[src/rtl/seg7_pkg.sv]
// Shared constants and helpers for the multiplexed 7-segment display driver.
// The segment table is held in active-low form (bit 6 = a ... bit 0 = g).
package seg7_pkg;

    localparam int DIGITS = 4;
    localparam int DIG_W  = $clog2(DIGITS);
    localparam logic [6:0] SEG_OFF = 7'h7F;

    // Packed so that HEX_SEG[n] is the pattern for hex digit n.
    localparam logic [15:0][6:0] HEX_SEG = '{
        7'b0111000,  // F
        7'b0110000,  // E
        7'b1000010,  // d
        7'b0110001,  // C
        7'b1100000,  // b
        7'b0001000,  // A
        7'b0000100,  // 9
        7'b0000000,  // 8
        7'b0001111,  // 7
        7'b0100000,  // 6
        7'b0100100,  // 5
        7'b1001100,  // 4
        7'b0000110,  // 3
        7'b0010010,  // 2
        7'b1001111,  // 1
        7'b0000001   // 0
    };

    function automatic logic [6:0] hex_to_seg(input logic [3:0] nib);
        return HEX_SEG[nib];
    endfunction

    // A digit is blanked when it and every digit to its left are zero; digit 0 always shows.
    function automatic logic lz_blank(input logic [15:0] val,
                                      input logic [DIG_W-1:0] idx,
                                      input logic en);
        logic blank;
        blank = 1'b0;
        if (en) begin
            case (idx)
                2'd3:    blank = (val[15:12] == 4'h0);
                2'd2:    blank = (val[15:8] == 8'h00);
                2'd1:    blank = (val[15:4] == 12'h000);
                default: blank = 1'b0;
            endcase
        end
        return blank;
    endfunction

endpackage

[src/rtl/seg7_scan_if.sv]
// Display-side bundle: scan tick, value load handshake, blanking control and
// the multiplexed segment/anode outputs.
interface seg7_scan_if;

    logic        scan_tick_in;
    logic [15:0] data_in;
    logic [3:0]  dp_in;
    logic        load;
    logic        blank_lz;
    logic        load_ack;
    logic        frame_start;
    logic [3:0]  an;
    logic [6:0]  a_to_g;
    logic        dp;

    modport master (
        output scan_tick_in, data_in, dp_in, load, blank_lz,
        input  load_ack, frame_start, an, a_to_g, dp
    );

    modport slave (
        input  scan_tick_in, data_in, dp_in, load, blank_lz,
        output load_ack, frame_start, an, a_to_g, dp
    );

endinterface

[src/rtl/seg7_scan_hex7seg.sv]
// Combinational hex nibble to 7-segment decoder, active-low pattern out.
module hex7seg
    import seg7_pkg::*;
(
    input  logic [3:0] nib,
    output logic [6:0] seg
);

    assign seg = hex_to_seg(nib);

endmodule

[src/rtl/seg7_scan.sv]
// Time-multiplexed 4-digit 7-segment driver: steps one digit per rising edge of
// the slow scan tick and swaps in newly loaded values only at frame boundaries.
module seg7_scan
    import seg7_pkg::*;
#(
    parameter bit SYNC_EN        = 1'b1,
    parameter bit SEG_ACTIVE_LOW = 1'b1,
    parameter bit AN_ACTIVE_LOW  = 1'b1
) (
    input  logic        clk,
    input  logic        clr_n,
    seg7_scan_if.slave  bus
);

    localparam logic [3:0] AN_IDLE  = AN_ACTIVE_LOW  ? 4'hF : 4'h0;
    localparam logic [6:0] SEG_IDLE = SEG_ACTIVE_LOW ? SEG_OFF : ~SEG_OFF;
    localparam logic       DP_IDLE  = SEG_ACTIVE_LOW;
    localparam logic [DIG_W-1:0] LAST_DIG = DIG_W'(DIGITS - 1);

    logic             src;
    logic             prev;
    logic             step;
    logic             commit;
    logic             do_ack;
    logic [DIG_W-1:0] dig;
    logic [15:0]      disp_val;
    logic [3:0]       disp_dp;
    logic [15:0]      pend_val;
    logic [3:0]       pend_dp;
    logic             pend_flag;
    logic             ack_q;
    logic             fs_q;
    logic [3:0]       nib;
    logic [6:0]       seg_raw;
    logic             blank;
    logic [3:0]       an_oh;
    logic             dp_on;
    logic [3:0]       an_q;
    logic [6:0]       seg_q;
    logic             dp_q;

    generate
        if (SYNC_EN) begin : g_sync
            logic sync0;
            logic sync1;
            always_ff @(posedge clk) begin
                if (!clr_n) begin
                    sync0 <= 1'b0;
                    sync1 <= 1'b0;
                end else begin
                    sync0 <= bus.scan_tick_in;
                    sync1 <= sync0;
                end
            end
            assign src = sync1;
        end else begin : g_direct
            assign src = bus.scan_tick_in;
        end
    endgenerate

    always_ff @(posedge clk) begin
        if (!clr_n) prev <= 1'b0;
        else        prev <= src;
    end

    assign step   = src & ~prev;
    assign commit = step && (dig == LAST_DIG);
    assign do_ack = commit && pend_flag;

    // Digit counter, pending buffer and frame-boundary commit
    always_ff @(posedge clk) begin
        if (!clr_n) begin
            dig       <= '0;
            disp_val  <= '0;
            disp_dp   <= '0;
            pend_val  <= '0;
            pend_dp   <= '0;
            pend_flag <= 1'b0;
            ack_q     <= 1'b0;
            fs_q      <= 1'b0;
        end else begin
            if (step) dig <= dig + 1'b1;
            if (do_ack) begin
                disp_val <= pend_val;
                disp_dp  <= pend_dp;
            end
            // A load landing on the commit edge stays pending for the next frame.
            if (bus.load) begin
                pend_val  <= bus.data_in;
                pend_dp   <= bus.dp_in;
                pend_flag <= 1'b1;
            end else if (do_ack) begin
                pend_flag <= 1'b0;
            end
            ack_q <= do_ack;
            fs_q  <= commit;
        end
    end

    always_comb begin
        nib = 4'h0;
        case (dig)
            2'd0:    nib = disp_val[3:0];
            2'd1:    nib = disp_val[7:4];
            2'd2:    nib = disp_val[11:8];
            default: nib = disp_val[15:12];
        endcase
    end

    hex7seg u_hex7seg (
        .nib (nib),
        .seg (seg_raw)
    );

    always_comb begin
        blank = lz_blank(disp_val, dig, bus.blank_lz);
        an_oh = 4'h0;
        if (!blank) an_oh[dig] = 1'b1;
        dp_on = disp_dp[dig] & ~blank;
    end

    // Output register stage: lags dig by one clock
    always_ff @(posedge clk) begin
        if (!clr_n) begin
            an_q  <= AN_IDLE;
            seg_q <= SEG_IDLE;
            dp_q  <= DP_IDLE;
        end else begin
            an_q  <= AN_ACTIVE_LOW  ? ~an_oh   : an_oh;
            seg_q <= SEG_ACTIVE_LOW ? seg_raw  : ~seg_raw;
            dp_q  <= SEG_ACTIVE_LOW ? ~dp_on   : dp_on;
        end
    end

    assign bus.an          = an_q;
    assign bus.a_to_g      = seg_q;
    assign bus.dp          = dp_q;
    assign bus.load_ack    = ack_q;
    assign bus.frame_start = fs_q;

endmodule

[src/flat_wrapper.sv]
// flat-port wrapper written by rule: the top's interface ports become plain ports
module seg7_scan_flat import seg7_pkg::*;
#(
    parameter bit SYNC_EN        = 1'b1,
    parameter bit SEG_ACTIVE_LOW = 1'b1,
    parameter bit AN_ACTIVE_LOW  = 1'b1
)
  (clk, clr_n, bus_scan_tick_in, bus_data_in, bus_dp_in, bus_load, bus_blank_lz, bus_load_ack, bus_frame_start, bus_an, bus_a_to_g, bus_dp);
  seg7_scan_if bus_i ();
  input  logic clk;
  input  logic clr_n;
  input wire logic [$bits(bus_i.scan_tick_in)-1:0] bus_scan_tick_in;
  input wire logic [$bits(bus_i.data_in)-1:0] bus_data_in;
  input wire logic [$bits(bus_i.dp_in)-1:0] bus_dp_in;
  input wire logic [$bits(bus_i.load)-1:0] bus_load;
  input wire logic [$bits(bus_i.blank_lz)-1:0] bus_blank_lz;
  output wire logic [$bits(bus_i.load_ack)-1:0] bus_load_ack;
  output wire logic [$bits(bus_i.frame_start)-1:0] bus_frame_start;
  output wire logic [$bits(bus_i.an)-1:0] bus_an;
  output wire logic [$bits(bus_i.a_to_g)-1:0] bus_a_to_g;
  output wire logic [$bits(bus_i.dp)-1:0] bus_dp;
  assign bus_i.scan_tick_in = bus_scan_tick_in;
  assign bus_i.data_in = bus_data_in;
  assign bus_i.dp_in = bus_dp_in;
  assign bus_i.load = bus_load;
  assign bus_i.blank_lz = bus_blank_lz;
  assign bus_load_ack = bus_i.load_ack;
  assign bus_frame_start = bus_i.frame_start;
  assign bus_an = bus_i.an;
  assign bus_a_to_g = bus_i.a_to_g;
  assign bus_dp = bus_i.dp;
  seg7_scan #(.SYNC_EN(SYNC_EN), .SEG_ACTIVE_LOW(SEG_ACTIVE_LOW), .AN_ACTIVE_LOW(AN_ACTIVE_LOW)) u_core (.clk(clk), .clr_n(clr_n), .bus(bus_i));
endmodule
[config.mk]
export PLATFORM = sky130hd
export DESIGN_NAME = seg7_scan_flat
export DESIGN_NICKNAME = d
export VERILOG_FILES = /design/src/rtl/seg7_pkg.sv /design/src/rtl/seg7_scan_if.sv /design/src/rtl/seg7_scan_hex7seg.sv /design/src/rtl/seg7_scan.sv /design/src/flat_wrapper.sv
export SDC_FILE = /design/constraint.sdc
export NUM_CORES = 1
export LEC_CHECK = 0
export ABC_AREA = 1
export CAP_MARGIN = 20
export CORE_ASPECT_RATIO = 1.25
export CORE_MARGIN = 2
export CORE_UTILIZATION = 48
export CTS_CLUSTER_DIAMETER = 40
export CTS_CLUSTER_SIZE = 40
export DETAILED_ROUTE_END_ITERATION = 8
export MAX_ROUTING_LAYER = met4
export PLACE_DENSITY = 0.73
export SLEW_MARGIN = 20
export SYNTH_ARGS = -nofsm -noshare
export SYNTH_HDL_FRONTEND = slang
export SYNTH_SLANG_ARGS = --single-unit
[constraint.sdc]
create_clock -name clk -period 2.1 [get_ports clk]
set_clock_uncertainty 0.2 [all_clocks]
set_input_delay 0.42 -clock clk [delete_from_list [all_inputs] [get_ports clk]]
set_output_delay 0.42 -clock clk [all_outputs]
set_load 0.1 [all_outputs]
==> out/qor.tcl <==
set qor(status) {finished clean}
set qor(max_slew_violation_count) 0
set qor(clock_latency_on_the_worst_skew_pair_ps) 340
set qor(route.detailed.vias_per_inst) 4.93
set qor(path_delay_family) {adder cells}
set qor(cts_tree) {built}
set qor(drt_iter0_drc) 64
set qor(row_count) 29
set qor(timing.hold.worst.class) {register to register}
set qor(grt_overflow_total) 0
set qor(detail-route-antenna-nets) 0
set qor(met3RoutedLength_um) 259
set qor(timing.critical_path.to_type) {register}
set qor(maximum_number_of_pins_on_one_net_before_global_route_repair) 41
set qor(worst-path-buf-inv) 2
set qor(die-area_um2) 5800
set qor(route.detailed.drc) 0
set qor(synth-async-reset-ratio) 0
set qor(leakagePower_nw) 1.40
set qor(placed_cells) 424
set qor(die-width_um) 68.5
set qor(cp_max_fo) 6
set qor(post-layout-total-power_mw) 2.45
set qor(post-dp-hpwl_um) 3540
set qor(average_cell_area_after_synthesis_um2) 7.62
set qor(layout.core_utilization) 0.630
set qor(hold_violation_count_in_the_final_report) 0
set qor(clock.fmax_mhz) 513
set qor(crit_path_start) {u_core.dig[0]$_SDFFE_PN0P_}
set qor(pin_count) 39
set qor(netlist_cell_types) 25
set qor(power-per-cell-area_nw_per_um2) 771
set qor(count_of_flip_flops_with_a_built_in_enable_after_synthesis) 0
set qor(final.period_utilization) 0.928
set qor(wirelength_met1_um) 2110
set qor(synth_flop_cell) {sky130_fd_sc_hd__dfxtp_1}
set qor(max-slew-margin-rel) 0.618
set qor(syn_nets) 365
set qor(worstHoldStart) {u_core.g_sync.sync0$_SDFF_PN0_}
set qor(routed.top_layer) {met4}
set qor(number_of_instances_in_the_synthesized_netlist) 328
set qor(routed-via-count) 2176
set qor(synth-seq-area-share) 0.481
set qor(syn-cell-area_um2) 2500
set qor(clock_path_buffers) 2
set qor(detailedRoute.firstPassIterationCount) 4
set qor(number_of_inserted_diodes) 0
set qor(global_route.usage.total) 0.198
set qor(layout.cells.non_filler) 441
set qor(cts.sink_count) 60
set qor(critical_path.slowest_cell) {sky130_fd_sc_hd__dfxtp_4}
set qor(r2r_startpoint) {u_core.dig[0]$_SDFFE_PN0P_}
set qor(arrival_ps) 1980
set qor(setup_violations) 0
set qor(preCtsSetupSlack_ps) 45.0
set qor(finalWorstSetupSlack_ps) 150
set qor(slowest_delay_ps) 360
set qor(cts_max_level) 3
set qor(core-area_um2) 5040
set qor(wl_met2_um) 2450
set qor(setup.worst_path.start_class) {register}
set qor(ir_drop_mv) 0.447
set qor(drv_cap) 0
set qor(post_route_cells_drive_above_1_share) 0.145
set qor(cts_made_buffers) 9
set qor(via_count_of_the_first_global_routing_pass) 1965
set qor(routed_wirelength_um) 4950
set qor(worstPathCellList) {inv_1, ha_2, nand2_1, nand2_1, o21ai_2, buf_4, ha_1, nand3_1, nand2_1, nand2_1, nand3_1}
set qor(fin_setup_tns_ps) 0
set qor(post_cts_hold_buffer_count) 0
set qor(grt_pass1_wl_um) 8310
set qor(portBuffers) 38
set qor(antenna_found_initial) 0
set qor(synth.ff_latch_count) 60
set qor(worst_setup_hold_path_clk_slew_ps) 60
set qor(gp_congestion) 0.854
set qor(start_util) 0.495
set qor(critPathKind) {register to register}
set qor(fp.dieH_um) 84.7
set qor(cp_common_cell) {sky130_fd_sc_hd__nand2_1}
set qor(ctsRootBufferMaster) {sky130_fd_sc_hd__clkbuf_8}
set qor(number_of_nets_at_the_end_of_the_flow) 412
set qor(synth.yosys.warnings) 0
set qor(final.min_clock_period_ps) 1950
set qor(wl_per_cell_um) 11.2
set qor(critical_path_rt_ps) 2130
set qor(flow.area_growth_from_synthesis_pct) 27.2
set qor(timing_worst_slew_pin_value_ps) 573
worst reg2reg max path, delay by kind of cell (launching register included):
family	cells	cell delay, ps
compound gates	1	60
fa+ha+maj	2	540
buf+inv	2	270
simple gates	6	390
flops	1	360
flip-flops by register name (all words and copies together), names as in the netlist, 2 cells and up:
name / cells
u_core.bus.a_to_g: 7
u_core.pend_dp: 4
u_core.disp_val: 16
u_core.pend_val: 16
u_core.dig: 2
u_core.bus.an: 4
u_core.disp_dp: 4
cell usage in the layout (no fill, tap or decap):
cell type                         count
sky130_fd_sc_hd__clkdlybuf4s50_1     24
sky130_fd_sc_hd__buf_4               24
sky130_fd_sc_hd__o21ai_1              3
sky130_fd_sc_hd__o21a_1               1
sky130_fd_sc_hd__nand3_2              1
sky130_fd_sc_hd__a21oi_1             26
sky130_fd_sc_hd__ha_2                 4
sky130_fd_sc_hd__o22ai_1              1
sky130_fd_sc_hd__dfxtp_1             58
sky130_fd_sc_hd__nor2_1              49
sky130_fd_sc_hd__o211ai_1             1
sky130_fd_sc_hd__nor3_1               2
sky130_fd_sc_hd__o21ai_4              2
sky130_fd_sc_hd__nand2_1             53
sky130_fd_sc_hd__inv_1               35
sky130_fd_sc_hd__nor2_2               1
sky130_fd_sc_hd__clkbuf_8            10
sky130_fd_sc_hd__dfxtp_4              1
sky130_fd_sc_hd__inv_2                2
sky130_fd_sc_hd__o22ai_2              1
sky130_fd_sc_hd__dfxtp_2              1
sky130_fd_sc_hd__nand3_1             17
sky130_fd_sc_hd__nand4_1              1
sky130_fd_sc_hd__o21bai_1             1
sky130_fd_sc_hd__o21ai_2              1
sky130_fd_sc_hd__ha_1                 8
sky130_fd_sc_hd__clkinv_2             1
sky130_fd_sc_hd__clkbuf_1             3
sky130_fd_sc_hd__bufinv_16            1
sky130_fd_sc_hd__nand2_2              3
sky130_fd_sc_hd__buf_12               2
sky130_fd_sc_hd__o21ai_0             41
cell usage after synthesis, types with 2 or more instances:
cell,instances,area [um^2]
sky130_fd_sc_hd__a21oi_1,26,130
sky130_fd_sc_hd__clkbuf_1,11,41.3
sky130_fd_sc_hd__clkbuf_2,2,10.0
sky130_fd_sc_hd__dfxtp_1,60,1200
sky130_fd_sc_hd__ha_1,12,150
sky130_fd_sc_hd__inv_1,36,135
sky130_fd_sc_hd__nand2_1,53,199
sky130_fd_sc_hd__nand2_2,3,18.8
sky130_fd_sc_hd__nand3_1,17,85.1
sky130_fd_sc_hd__nor2_1,49,184
sky130_fd_sc_hd__nor3_1,2,10.0
sky130_fd_sc_hd__o21ai_0,41,205
sky130_fd_sc_hd__o21ai_1,3,15.0
sky130_fd_sc_hd__o21ai_4,2,32.5
layer usage:
| layer | track usage | vias to the layer above |
|---|---|---|
| met5 | - | - |
| met4 | 0.109 | 0 |
| met3 | 0.0603 | 13 |
| met2 | 0.304 | 53 |
| met1 | 0.224 | 964 |
| li1 | - | 1146 |
path summary, 6_finish.rpt:
check                                     to  slack, ps  cells after the start
max          u_core.bus.a_to_g[3]$_SDFF_PN1_        150                     11
min           u_core.g_sync.sync1$_SDFF_PN0_        210                      2
max reg2reg  u_core.bus.a_to_g[3]$_SDFF_PN1_        150                     11
min reg2reg   u_core.g_sync.sync1$_SDFF_PN0_        210                      2
report_power, final:
group / switching (mW) / internal, mW
clock network: 0.411 / 0.573
logic: 0.167 / 0.101
registers: 0.0184 / 1.18
kinds of logic (layout without fill, tap and decap cells):
kind of cell	count (synthesis)	count (layout)	synth area share
simple gates	127	127	0.208
buf+inv	51	102	0.0781
fa+ha+maj	12	12	0.0601
flops	60	60	0.481
compound gates	78	78	0.173
metrics by stage:
stage	area (um^2)	hold slack (ps)
final	3180	213
after global routing	3180	247
after CTS	3150	219
after detailed placement	2970	205
after global placement	2970	206
after floorplan	2500	190
what timing repair did:
item,in CTS,in global routing
gates resized for setup,0,8
endpoints found under the setup margin,0,7
buffers inserted,0,2
cell type report:
type / instances / area, um^2
sequential: 60 / 1210
timing repair buffer: 50 / 460
multi-input combinational: 217 / 1110
fill: 448 / 1860
inverter: 37 / 139
clock buffer: 13 / 149
tap: 62 / 77.6
clock inverter: 2 / 35.0
Note: power is estimated with default switching activity, not from simulation.
